==> src/rtl/display_pkg.sv <==
// Shared display constants: special digit codes understood by the 7-segment
// decoders and the state encoding of the binary-to-BCD converter FSM.
package display_pkg;

   // Digit code that the decoders render as an unlit digit
   localparam logic [3:0] BCD_BLANK = 4'hA;
   // Digit code that the decoders render as "H"
   localparam logic [3:0] BCD_HALT  = 4'hF;

   // Converter FSM encoding
   localparam logic [1:0] S_IDLE  = 2'd0;
   localparam logic [1:0] S_SHIFT = 2'd1;
   localparam logic [1:0] S_DONE  = 2'd2;

endpackage

==> src/rtl/ajuste_bcd.sv <==
// Double-dabble correction for a single BCD digit: a digit of 5 or more
// gets 3 added so that the following left shift carries into the next digit.
module ajuste_bcd (
   input  logic [3:0] digito,
   output logic [3:0] ajustado
);

   assign ajustado = (digito >= 4'd5) ? digito + 4'd3 : digito;

endmodule

==> src/rtl/conversor_bin_bcd.sv <==
// Iterative binary-to-BCD converter (shift-add-3), one bit per clock.
// Produces one 4-bit code per display digit, with optional leading-zero
// blanking (BLANK_ZEROS). Optional macro HALT_DISPLAY_EN adds a registered
// override that shows "H" on every digit while the halt input is high.
module conversor_bin_bcd
   import display_pkg::*;
#(
   parameter int WIDTH       = 16,
   parameter int DIGITS      = 5,
   parameter int BLANK_ZEROS = 1
) (
   input  logic                  clock,
   input  logic                  reset,
   input  logic                  start,
   input  logic [WIDTH-1:0]      valor,
   input  logic                  halt,
   output logic [4*DIGITS-1:0]   bcd_out,
   output logic                  busy,
   output logic                  done
);

   localparam int CW = $clog2(WIDTH + 1);

   // DIGITS must cover ceil(WIDTH*log10(2)) decimal digits
   if (DIGITS * 100000 < WIDTH * 30103) begin : g_digits_check
      $error("conversor_bin_bcd: DIGITS too small for WIDTH");
   end

   logic [1:0]            state_reg;
   logic [WIDTH-1:0]      shift_reg;
   logic [4*DIGITS-1:0]   acc_reg;
   logic [CW-1:0]         cnt_reg;
   logic [4*DIGITS-1:0]   result_reg;
   logic                  busy_reg;
   logic                  done_reg;
   logic [4*DIGITS-1:0]   acc_adj;
   logic [4*DIGITS-1:0]   acc_blanked;

   // One add-3 corrector per accumulator digit
   for (genvar gi = 0; gi < DIGITS; gi++) begin : g_ajuste
      ajuste_bcd u_ajuste (
         .digito   (acc_reg[4*gi +: 4]),
         .ajustado (acc_adj[4*gi +: 4])
      );
   end

   // Replace leading zero digits with blank codes; digit 0 always shows
   always_comb begin
      logic lead;
      acc_blanked = acc_reg;
      lead        = 1'b1;
      if (BLANK_ZEROS != 0) begin
         for (int i = DIGITS - 1; i >= 1; i--) begin
            if (lead && acc_reg[4*i +: 4] == 4'd0) begin
               acc_blanked[4*i +: 4] = BCD_BLANK;
            end else begin
               lead = 1'b0;
            end
         end
      end
   end

   // Conversion FSM: capture, shift WIDTH times, publish result
   always_ff @(posedge clock) begin
      if (reset) begin
         state_reg  <= S_IDLE;
         shift_reg  <= '0;
         acc_reg    <= '0;
         cnt_reg    <= '0;
         result_reg <= {DIGITS{BCD_BLANK}};
         busy_reg   <= 1'b0;
         done_reg   <= 1'b0;
      end else begin
         done_reg <= 1'b0;
         case (state_reg)
            S_IDLE: begin
               if (start) begin
                  shift_reg <= valor;
                  acc_reg   <= '0;
                  cnt_reg   <= CW'(WIDTH);
                  busy_reg  <= 1'b1;
                  state_reg <= S_SHIFT;
               end
            end
            S_SHIFT: begin
               acc_reg   <= {acc_adj[4*DIGITS-2:0], shift_reg[WIDTH-1]};
               shift_reg <= {shift_reg[WIDTH-2:0], 1'b0};
               cnt_reg   <= cnt_reg - CW'(1);
               if (cnt_reg == CW'(1)) begin
                  busy_reg  <= 1'b0;
                  state_reg <= S_DONE;
               end
            end
            S_DONE: begin
               result_reg <= acc_blanked;
               done_reg   <= 1'b1;
               state_reg  <= S_IDLE;
            end
            default: begin
               busy_reg  <= 1'b0;
               state_reg <= S_IDLE;
            end
         endcase
      end
   end

   assign busy = busy_reg;
   assign done = done_reg;

`ifdef HALT_DISPLAY_EN
   logic halt_reg;

   // Registered halt flag so the override appears one cycle after halt rises
   always_ff @(posedge clock) begin
      if (reset) begin
         halt_reg <= 1'b0;
      end else begin
         halt_reg <= halt;
      end
   end

   assign bcd_out = halt_reg ? {DIGITS{BCD_HALT}} : result_reg;
`else
   logic halt_unused;
   assign halt_unused = halt;
   assign bcd_out     = result_reg;
`endif

endmodule

==> config.mk <==
export PLATFORM = sky130hd
export DESIGN_NAME = conversor_bin_bcd
export DESIGN_NICKNAME = d
export VERILOG_FILES = /design/src/rtl/display_pkg.sv /design/src/rtl/ajuste_bcd.sv /design/src/rtl/conversor_bin_bcd.sv
export SDC_FILE = /design/constraint.sdc
export NUM_CORES = 1
export LEC_CHECK = 0
export CAP_MARGIN = 20
export CORE_AREA = 2 2 99 101
export DETAILED_ROUTE_END_ITERATION = 12
export DIE_AREA = 0 0 101 103
export HOLD_SLACK_MARGIN = 0.03
export PLACE_DENSITY = 0.52
export SYNTH_ARGS = -nofsm -noshare
export SYNTH_HDL_FRONTEND = slang
export SYNTH_HIERARCHICAL = 1
export SYNTH_SLANG_ARGS = --single-unit
==> constraint.sdc <==
create_clock -name clock -period 2.9 [get_ports clock]
set_input_delay 0.58 -clock clock [delete_from_list [all_inputs] [get_ports clock]]
set_output_delay 0.58 -clock clock [all_outputs]
set_load 0.01 [all_outputs]
# After elaboration in Yosys (flattened, before gate mapping)
# Index checks and enable logic that the tools add are counted.
totals:
  regBits: 65
  input_bits: 20
  out_inout_bits: 22
classes:
  addsub: 6
  order_cmp: 5
  n_eq_ne: 5
  mux: 25
  bitwise: 1
  reduce_logical: 12
ops:
  columns: ["operator", "n"]
  rows:
  - ["20-bit one-hot mux with 2 select lines", 1]
  - ["4-bit two-way mux", 8]
  - ["16-bit one-hot mux with 2 select lines", 1]
  - ["4-bit by 3-bit greater-or-equal comparator with 1-bit output, second input constant", 5]
  - ["20-bit two-way mux", 1]
  - ["4-bit by 2-bit adder with 4-bit output, second input constant", 4]
  - ["4-bit logical NOT", 4]
  - ["16-bit two-way mux", 1]
  - ["5-bit one-hot mux with 2 select lines", 1]
  - ["1-bit two-way mux", 6]
  - ["5-bit by 1-bit == test with 1-bit output, second input constant", 1]
  - ["5-bit two-way mux", 1]
  - ["5-bit by 1-bit subtractor with 5-bit output, second input constant", 1]
  - ["2-bit two-way mux", 2]
  - ["2-bit inequality test, second input constant", 2]
  - ["2-bit one-hot mux with 2 select lines", 1]
  - ["2-bit AND reduction", 2]
  - ["3-bit by 2-bit adder with 3-bit output, second input constant", 1]
  - ["1-bit logical AND", 3]
  - ["3-bit two-way mux", 1]
  - ["1-bit one-hot mux with 3 select lines", 1]
  - ["3-bit AND reduction", 1]
  - ["2-bit by 1-bit == test with 1-bit output, second input constant", 1]
  - ["2-bit == test, second input constant", 1]
  - ["other kinds (3)", 3]

# Depth between registers and ports, before layout
# Gate-level depths: netlist (run 1).
depth:
  depth_word: 8
  mapped_depth: 6
  mapped_depth_nobuf: 6

# Modules after synthesis
# Netlist (run 1), hierarchy kept.
by_module_without_submodules:
  columns: ["mod", "n_inst", "cells_each", "area_per_inst_um2", "seq_area_each_um2"]
  rows:
  - ["conversor_bin_bcd", 1, 283, 2661.3, 1301.2]
  - ["ajuste_bcd", 5, 16, 101.3, 0.0]

# Worst setup path after synthesis (run 1)
# No wires, ideal clock.
synth_timing:
  path_kind: "register to register"
  from: "register acc_reg[17]"
  to: "register acc_reg[18]"
  arrival_ps: 1270
  required_time_ps: 2783
  slack_ps: 1514
  path_stages_with_launch: 7
  period_less_slack_ps: 1386
  path_cell_list: "dfxtp_1 inv_1 ha_1 nand2b_1 a21oi_2 mux2i_1 a22o_1"
synth_between:
  elab_chain_cells: 3
synth_rtl:
  columns: ["element", "line_no", "source"]
  rows:
  - ["start, declared", "conversor_bin_bcd.sv:31", "logic [4*DIGITS-1:0] acc_reg;"]
  - ["start signal, assigned", "conversor_bin_bcd.sv:86", "acc_reg <= {acc_adj[4*DIGITS-2:0], shift_reg[WIDTH-1]};"]
  - ["4-bit by 3-bit greater-or-equal comparator with 1-bit output / 3-bit by 2-bit adder with 3-bit output (equally long branches)", "ajuste_bcd.sv:8", "assign ajustado = (digito >= 4'd5) ? digito + 4'd3 : digito;"]
  - ["3-bit two-way mux (*)", "ajuste_bcd.sv:8", null]
  - ["via acc_adj[17]", "conversor_bin_bcd.sv:36", "logic [4*DIGITS-1:0] acc_adj;"]
  - ["20-bit one-hot mux with 2 select lines (*)", "conversor_bin_bcd.sv:75", "case (state_reg)"]
# Mark *: on every way through the listed nets, which the timed path passes. The rest lies on a longest branch.
# A chain may end at the register's enable or synchronous reset.

# Worst setup path after layout (run 1)
layout_timing:
  from: "register state_reg[1]"
  to: "register acc_reg[12]"
layout_between:
  elab_chain_cells: 3
layout_rtl:
  columns: ["element", "line_no", "source"]
  rows:
  - ["start, declared", "conversor_bin_bcd.sv:29", "logic [1:0] state_reg;"]
  - ["start signal, assigned", "conversor_bin_bcd.sv:66", "state_reg <= S_IDLE;"]
  - ["start signal, assigned", "conversor_bin_bcd.sv:82", "state_reg <= S_SHIFT;"]
  - ["start signal, assigned", "conversor_bin_bcd.sv:91", "state_reg <= S_DONE;"]
  - ["2-bit by 1-bit == test with 1-bit output / 2-bit logical NOT (equally long branches)", "conversor_bin_bcd.sv:75", null]
  - ["2-bit nonzero test (no line) / 2-bit inequality test (equally long branches)", null, null]
  - ["2-bit AND reduction (no line)", null, null]
# Parallel ways exist; a longest one is shown, timed or not.

==> results.md, run 1 <==
- Syn avg cell area: 8.769 um^2
- PostCTS Resize Cnt: 0
- Share of layout cells above drive strength 1: 0.07809
- Post-Layout Cell Count: 511
- Total CTS buffers: 9
- Vias per std cell: 5.110
- Initial DRC Count: 81
- Initial antenna violation count: 0
- Final hold violation count: 0
- Post-Synthesis Cells: 359
- Crit end category: flip-flop
- Num Clock Sinks: 65
- Core area: 9459 um^2
- # Max-Cap Violations: 0
- Port Buffers: 40
- Period utilisation layout: 0.7402
- DP HPWL: 4684 um
- Slew Limit Fails: 0
- Post-Syn Nets: 391
- H-tree Lvls: 3
- Vias: 2611
- Placement Cell Area: 3615 um^2
- DRT antenna net count: 0
- Vias in the first global route: 2373
- Worst Setup Slack post-DPL: 0.4404 ns
- Final setup vio count: 0
- Setup Skew: 0.01015 ns
- Cell area after layout: 3799 um^2
- Mapped cell area: 3148 um^2
- Synth Warn #: 6
- Worst slew margin: 0.3760
- Insertion delay to the later sink of the worst-skew pair: 0.34 ns
- Maximum VDD drop: 0.1962 mV
- Period minus WS final: 2.146 ns
- RSZ-0062 raised after global routing: no
- CP startpoint kind: flip-flop
- Initial Utilization: 0.3328
- Die footprint: 10400 um^2
- Clock transition at path regs: 0.07 ns
- Drt first pass iters: 4
- Worst EP arrival: 2.42 ns
- Die width: 101 um
- Crit path max fanout: 25
- I/O pins: 42
- Synth-to-Final Area Change: 20.67%
- Drt drc: 0
- GRT overflow: 0
- Post-layout nets: 426
- Diode count: 0
- Setup TNS Final: 0 ns
- WP data required: 3.17 ns
- Global-route wire length before repair: 11840 um
- Largest net degree at the start of global routing: 33
- # rows: 36
- Power per Cell Area: 498.2 nW/um^2
- GRT Util Overall: 0.1458
- CTS tree: done
- Pwr Total: 0.001893 W
- Status: complete, no violations
- Height of the chip: 103 um
- Register-to-Register Path Depth: 3
- CP Class: reg -> reg
- Routed len/inst: 13.99 um
- Root buf cell: clkbuf_8
- Placed Instances: 497
- Worst hold stages: 2
- Final WL: 7148 um
- Fin worst setup slack: 0.7536 ns
- Max clock buf depth: 2
- Post-CTS setup repair buffer count: 0
- Worst min-delay path category: reg -> reg
- GP Congestion: 0.7626
- Worst-margin pin slew: 0.9350 ns
- Leakage: 1.449 nW
- # hold bufs at CTS: 0
- FMAX: 0.4659 GHz
## where the power goes
part / switching (W) / internal (W) / total [W]
logic: 0.0000979 / 0.0000895 / 0.000187
registers: 0.0000334 / 0.000929 / 0.000963
clock network: 0.000333 / 0.000410 / 0.000743
## worst paths after layout
check               startpoint     endpoint  slack, ns
setup / recovery  state_reg[1]  acc_reg[12]       0.75
hold / removal      bcd_out[4]   bcd_out[4]       0.46
setup reg to reg  state_reg[1]  acc_reg[12]       0.75
hold reg to reg     bcd_out[4]   bcd_out[4]       0.46
## per-layer routing
metal	up-vias	GRT usage	part of all wire
met5	-	0	0
met4	0	0.05613	0.011
met3	7	0.03051	0.027
met2	32	0.2169	0.43
met1	1223	0.2071	0.53
li1	1349	-	-
## layout make-up
cell class,count,area (um^2)
clock buffer,11,141.4
clock inverter,3,42.54
fill,966,5660
inverter,18,67.56
multi-input combinational,253,1650
sequential,65,1301
tap,114,142.6
timing repair buffer,47,452.9
## through the flow
stage / util / hold WS [ns]
after CTS: 0.4016 / 0.4579
after global routing: 0.4016 / 0.4825
after detailed placement: 0.3821 / 0.4493
after floorplan: - / 0.4503
final: 0.4016 / 0.4551
after global placement: 0.3821 / 0.4446
## placed cells by master (no fill, tap or decap), types with 3 or more instances in the layout
master	n
dfxtp_1	65
nand2_1	48
clkdlybuf4s50_1	40
a21oi_1	28
a22o_1	21
inv_1	16
nor2_1	16
o21ai_0	16
nand2b_1	14
o221ai_1	14
or3b_1	13
o21ai_1	12
ha_1	12
clkbuf_8	10
mux2i_1	8
nor3_1	7
buf_4	7
nor2b_1	5
a211oi_1	5
a21oi_2	5
xnor2_1	5
a22oi_1	3
nand3_1	3
## critical path, stage by stage, from the launching register on
cell and delay (ns):
dfxtp_1 0.84, o21ba_2 0.28, nor2_2 0.71, a22o_1 0.24
Note: power is estimated with default switching activity, not from simulation.
==> run 2: changes to the inputs <==
==> constraint.sdc (replaced) <==
create_clock -name clock -period 2 [get_ports clock]
set_input_delay 0.4 -clock clock [delete_from_list [all_inputs] [get_ports clock]]
set_output_delay 0.4 -clock clock [all_outputs]
set_load 0.01 [all_outputs]
==> run 2 against run 1 <==
Flip-flop and latch count stayed put. Via count is 2.2% higher. Combinational power is 50% higher. Cell count is 0.98% higher. Clock skew is 0.00080 ns higher. Register-to-register slack worse by 0.46 ns. Highest routed layer unchanged.
==> results.md, run 2 (synthesis results as in run 1) <==
- Drt drc: 0 (unchanged)
- CP Class: in -> reg (was reg -> reg)
- Setup Skew: 0.01095 ns (was 0.01015 ns)
- Diode count: 0 (unchanged)
- Period utilisation layout: 0.8616
- H-tree Lvls: 3 (unchanged)
- Global-route wire length before repair: 12080 um (was 11840 um)
- Max clock buf depth: 2 (unchanged)
- Placement Cell Area: 3665 um^2 (was 3615 um^2)
- Port Buffers: 40 (unchanged)
- Critical Path Start: start (was state_reg[1])
- # hold bufs at CTS: 0 (unchanged)
- Critical-path top delay cell: nor2_2 (was dfxtp_1)
- GP Congestion: 0.8039 (was 0.7626)
- R2R Path End: acc_reg[5] (was acc_reg[12])
- RSZ-0062 raised after global routing: no (unchanged)
- Worst-margin pin slew: 0.9145 ns (was 0.9350 ns)
- Share of layout cells above drive strength 1: 0.09204 (was 0.07809)
- # Max-Cap Violations: 0 (unchanged)
- Vias in the first global route: 2448 (was 2373)
- Worst path depth: 4 (was 3)
- Crit path max fanout: 21 (was 25)
- Leakage: 1.485 nW (was 1.449 nW)
- Slew Limit Fails: 0 (unchanged)
- WP data required: 2.28 ns (was 3.17 ns)
- Post-layout nets: 431 (was 426)
- Final setup vio count: 0 (unchanged)
- Clock transition at path regs: 0.07 ns (about the same)
- Insertion delay to the later sink of the worst-skew pair: 0.34 ns (about the same)
- Final WL: 7231 um (was 7148 um)
- CTS tree: done (unchanged)
- # rows: 36 (unchanged)
- Vias: 2669 (was 2611)
- Initial antenna violation count: 0 (unchanged)
- Worst min-delay path category: reg -> reg (unchanged)
- Final Util: 0.4067 (was 0.4016)
- Routed len/inst: 14.01 um (was 13.99 um)
- Final hold slack: 0.4550 ns (was 0.4551 ns)
- PostCTS Resize Cnt: 0 (unchanged)
- GRT overflow: 0 (unchanged)
- Register-to-Register Path Depth: 3 (unchanged)
- Initial Utilization: 0.3328 (unchanged)
- I/O pins: 42 (unchanged)
- Synth-to-Final Area Change: 22.22% (was 20.67%)
- Initial DRC Count: 121 (was 81)
- R2R setup slack: 0.29 ns (was 0.75 ns)
- Delay of the slowest critical-path stage: 0.69 ns (was 0.84 ns)
- Status: complete, no violations (unchanged)
- Die footprint: 10400 um^2 (unchanged)
- Vias per std cell: 5.172 (was 5.110)
- Core area: 9459 um^2 (unchanged)
- Cell area after layout: 3847 um^2 (was 3799 um^2)
- Pwr Total: 0.002754 W (was 0.001893 W)
- WP buf/inv: 1 (was 0)
- Crit end category: flip-flop (unchanged)
- Power per Cell Area: 715.7 nW/um^2 (was 498.2 nW/um^2)
- Most common cell after layout, fill and taps aside: dfxtp_1 (unchanged)
- Worst slew margin: 0.3897 (was 0.3760)
- Worst EP arrival: 2.00 ns (was 2.42 ns)
- Post-CTS setup repair buffer count: 0 (unchanged)
- Drt first pass iters: 6 (was 4)
- Root buf cell: clkbuf_8 (unchanged)
- Num Clock Sinks: 65 (unchanged)
- Worst hold start: bcd_out[2] (was bcd_out[4])
- CP startpoint kind: primary input (was flip-flop)
- DP HPWL: 4804 um (was 4684 um)
- CP Capture Point: acc_reg[5] (was acc_reg[12])
- FMAX: 0.5803 GHz
- Height of the chip: 103 um (unchanged)
- Largest net degree at the start of global routing: 33 (unchanged)
- Period minus WS final: 1.723 ns
- Cells along the critical path: clkdlybuf4s50_1 -> o21ba_2 -> nor2_2 -> a22o_1 (was o21ba_2 -> nor2_2 -> a22o_1)
- Maximum VDD drop: 0.2463 mV (was 0.1962 mV)
- Die width: 101 um (unchanged)
- CP top delay family: simple AND/OR/NAND/NOR gates (was flip-flops)
- Total CTS buffers: 9 (unchanged)
- Reg-to-reg startpoint: state_reg[1] (unchanged)
- DRT antenna net count: 0 (unchanged)
- GRT Util Overall: 0.1484 (was 0.1458)
- Final hold violation count: 0 (unchanged)
- Most frequent cells in the layout: dfxtp_1, nand2_1, clkdlybuf4s50_1, a21oi_1, a22o_1 (unchanged)
-- run 2: report_power, final --
part / total (W) / leakage, nW / internal (W) / switching [W]
Clock: 0.00108 / 0.0978 / 0.000589 / 0.000489
Combinational: 0.000281 / 0.858 / 0.000138 / 0.000143
Sequential: 0.00139 / 0.530 / 0.00135 / 0.0000462
-- run 2: cell type report --
class / instances / area (um^2)
clock inverter: 4 / 45.04
tap: 114 / 142.6
fill: 953 / 5612
sequential: 65 / 1301
clock buffer: 10 / 137.6
multi-input combinational: 253 / 1650
timing repair buffer: 52 / 503.0
inverter: 18 / 67.56
-- run 2: worst min path at each step --
stage	end	slack, ns	depth (start not counted)
floorplan	cnt_reg[1]	0.45	1
global placement	bcd_out[10]	0.45	2
detailed placement	bcd_out[6]	0.45	2
CTS	bcd_out[6]	0.46	2
global route	bcd_out[8]	0.48	2
finish	bcd_out[2]	0.46	2
-- run 2: layer usage --
layer,part of all wire,vias up,global-route usage
met2,0.44,48,0.2215
met1,0.52,1257,0.2108
li1,-,1360,-
met5,0,-,0
met3,0.032,4,0.03390
met4,0.0090,0,0.05094
-- run 2: stage by stage --
| stage | setup TNS (ns) | setup slack, ns | std cells |
|---|---|---|---|
| 6_report | 0 | 0.2767 | 516 |
| 5_1_grt | 0 | 0.1043 | 516 |
| 4_1_cts | 0 | 0.2650 | 516 |
| 3_5_place_dp | -1.867 | -0.09891 | 502 |
| 3_3_place_gp | -1.775 | -0.08718 | 502 |
| 2_1_floorplan | 0 | 0.6499 | 359 |
-- run 2: worst reg2reg max path, delay by kind of cell, from the launching register on --
| kind | cells | cell delay (ns) |
|---|---|---|
| flip-flops | 1 | 0.50 |
| AND/OR/NAND/NOR | 1 | 0.69 |
| AO/OA/AOI/OAI | 2 | 0.46 |
==> run 3: changes to the inputs <==
--- a/config.mk
+++ b/config.mk
@@ -6,11 +6,12 @@
 export NUM_CORES = 1
 export LEC_CHECK = 0
 export CAP_MARGIN = 20
-export CORE_AREA = 2 2 99 101
+export CORE_AREA = 2 2 89 112
 export DETAILED_ROUTE_END_ITERATION = 12
-export DIE_AREA = 0 0 101 103
+export DIE_AREA = 0 0 91 114
 export HOLD_SLACK_MARGIN = 0.03
 export PLACE_DENSITY = 0.52
+export SLEW_MARGIN = 20
 export SYNTH_ARGS = -nofsm -noshare
 export SYNTH_HDL_FRONTEND = slang
 export SYNTH_HIERARCHICAL = 1
==> run 3 against run 2 <==
Sequential share of layout area down 1.1 points. Register-to-register slack better by 0.20 ns. Core utilization increased by 1.5 points. Cell count grew 2.5%. Critical path depth decreased by 3. First-iteration DRC count is 54% lower. Setup slack improved by 0.053 ns. Clock power grew 41%. Worst hold slack worse by 0.0020 ns. Global-route usage fell by 0.62 points. Combinational power about the same. Via count down 0.34%. Critical path type is now reg -> out.
==> results.md, run 3 (synthesis results as in run 1) <==
- Post-Layout Cell Count: 529 (was 516)
- Setup TNS Final: 0 ns (unchanged)
- Delay of the slowest critical-path stage: 0.56 ns (was 0.69 ns)
- PostCTS Resize Cnt: 0 (unchanged)
- R2R setup slack: 0.49 ns (was 0.29 ns)
- Diode count: 0 (unchanged)
- GRT Util Overall: 0.1422 (was 0.1484)
- Initial DRC Count: 56 (was 121)
- Initial antenna violation count: 0 (unchanged)
- Final setup vio count: 0 (unchanged)
- DRT antenna net count: 0 (unchanged)
- Drt drc: 0 (unchanged)
- Hold EP: bcd_out[10] (was bcd_out[2])
- Post-CTS setup repair buffer count: 0 (unchanged)
- WP data required: 1.60 ns (was 2.28 ns)
- Multi-input gate area: 1650 um^2 (unchanged)
- Insertion delay to the later sink of the worst-skew pair: 0.32 ns (was 0.34 ns)
- Setup Skew: 0.005585 ns (was 0.01095 ns)
- Worst slew margin: 0.6242 (was 0.3897)
- Leakage: 1.532 nW (was 1.485 nW)
- Final hold slack: 0.4530 ns (was 0.4550 ns)
- Register-to-Register Path Depth: 6 (was 3)
- Clock transition at path regs: 0.05 ns (was 0.07 ns)
- Port Buffers: 40 (unchanged)
- Die footprint: 10370 um^2 (was 10400 um^2)
- Worst Setup Slack post-DPL: 0.1778 ns (was -0.09891 ns)
- Register area: 1301 um^2 (unchanged)
- Fin worst setup slack: 0.3293 ns (was 0.2767 ns)
- GRT overflow: 0 (unchanged)
- Height of the chip: 114 um (was 103 um)
- I/O pins: 42 (unchanged)
- Most common cell after layout, fill and taps aside: dfxtp_1 (unchanged)
- CP Class: reg -> out (was in -> reg)
- R2R Path End: acc_reg[6] (was acc_reg[5])
- Status: complete, no violations (unchanged)
- Placed Instances: 513 (was 502)
- WP buf/inv: 1 (unchanged)
- Share of layout cells above drive strength 1: 0.09181 (was 0.09204)
- Die width: 91 um (was 101 um)
- Maximum VDD drop: 0.4425 mV (was 0.2463 mV)
- DP HPWL: 4775 um (was 4804 um)
- # hold bufs at CTS: 0 (unchanged)
- CP top delay family: buffers and inverters (was simple AND/OR/NAND/NOR gates)
- Initial Utilization: 0.3346 (was 0.3328)
- # Max-Cap Violations: 0 (unchanged)
- Worst hold stages: 2 (unchanged)
- Reg-to-reg startpoint: acc_reg[5] (was state_reg[1])
- Worst-margin pin slew: 0.5631 ns (was 0.9145 ns)
- CTS tree: done (unchanged)
- Global-route wire length before repair: 11960 um (was 12080 um)
- # rows: 40 (was 36)
- Critical-path top delay cell: clkdlybuf4s50_1 (was nor2_2)
- Power per Cell Area: 804.9 nW/um^2 (was 715.7 nW/um^2)
- Worst min-delay path category: reg -> reg (unchanged)
- Final hold violation count: 0 (unchanged)
- Crit path max fanout: 3 (was 21)
- Largest net degree at the start of global routing: 21 (was 33)
- Worst hold start: bcd_out[10] (was bcd_out[2])
- Period utilisation layout: 0.8354 (was 0.8616)
- Total CTS buffers: 9 (unchanged)
- Crit end category: output pin (was flip-flop)
- Fill count: 977 (was 953)
- Core area: 9409 um^2 (was 9459 um^2)
- Worst EP arrival: 1.27 ns (was 2.00 ns)
- CP startpoint kind: flip-flop (was primary input)
- Final WL: 7026 um (was 7231 um)
- Drt first pass iters: 4 (was 6)
- Most frequent cells in the layout: dfxtp_1, nand2_1, clkdlybuf4s50_1, a21oi_1, a22o_1 (unchanged)
- RSZ-0062 raised after global routing: no (unchanged)
- FMAX: 0.5985 GHz (was 0.5803 GHz)
- Synth-to-Final Area Change: 26.19% (was 22.22%)
- Num Clock Sinks: 65 (unchanged)
- Cells along the critical path: clkdlybuf4s50_1 (was clkdlybuf4s50_1 -> o21ba_2 -> nor2_2 -> a22o_1)
- Pwr Total: 0.003197 W (was 0.002754 W)
- Period minus WS final: 1.671 ns (was 1.723 ns)
- Vias: 2660 (was 2669)
- Vias in the first global route: 2494 (was 2448)
- H-tree Lvls: 3 (unchanged)
- Max clock buf depth: 2 (unchanged)
- Post-layout nets: 430 (was 431)
- GP Congestion: 0.7374 (was 0.8039)
- Routed len/inst: 13.28 um (was 14.01 um)
- Vias per std cell: 5.028 (was 5.172)
- Slew Limit Fails: 0 (unchanged)
- Root buf cell: clkbuf_16 (was clkbuf_8)
[run 3: area by class of cell]
cell class	count	area share
Clock buffer	10	0.05764
Clock inverter	6	0.01480
Inverter	18	0.01701
Multi-Input combinational cell	253	0.4154
Sequential cell	65	0.3276
Tap cell	126	0.03968
Timing Repair Buffer	51	0.1279
[run 3: where the power goes]
group          total (W)  internal (W)  switching, W
clock            0.00152      0.000957      0.000558
sequential       0.00140       0.00135     0.0000486
combinational   0.000284      0.000140      0.000144
[run 3: through the flow]
step	cell area (um^2)	util
after floorplan	3148	-
after global placement	3685	0.3916
after detailed placement	3685	0.3916
after CTS	3973	0.4222
after global routing	3973	0.4222
final	3973	0.4222
[run 3: per-layer routing]
layer | global-route usage | vias up | part of all wire
met2 | 0.2375 | 50 | 0.48
met4 | 0.05960 | 0 | 0.014
met1 | 0.1767 | 1242 | 0.48
met5 | 0 | - | 0
met3 | 0.03236 | 7 | 0.034
li1 | - | 1361 | -
[run 3: worst max-delay path by stage]
stage | end | cells after the start | startpoint | slack [ns]
after floorplan | acc_reg[18] | 6 | acc_reg[17] | 0.65
after global placement | bcd_out[9] | 4 | reset | 0.20
after detailed placement | bcd_out[9] | 4 | reset | 0.18
after CTS | busy | 1 | busy | 0.33
after global routing | busy | 1 | busy | 0.29
final | busy | 1 | busy | 0.33
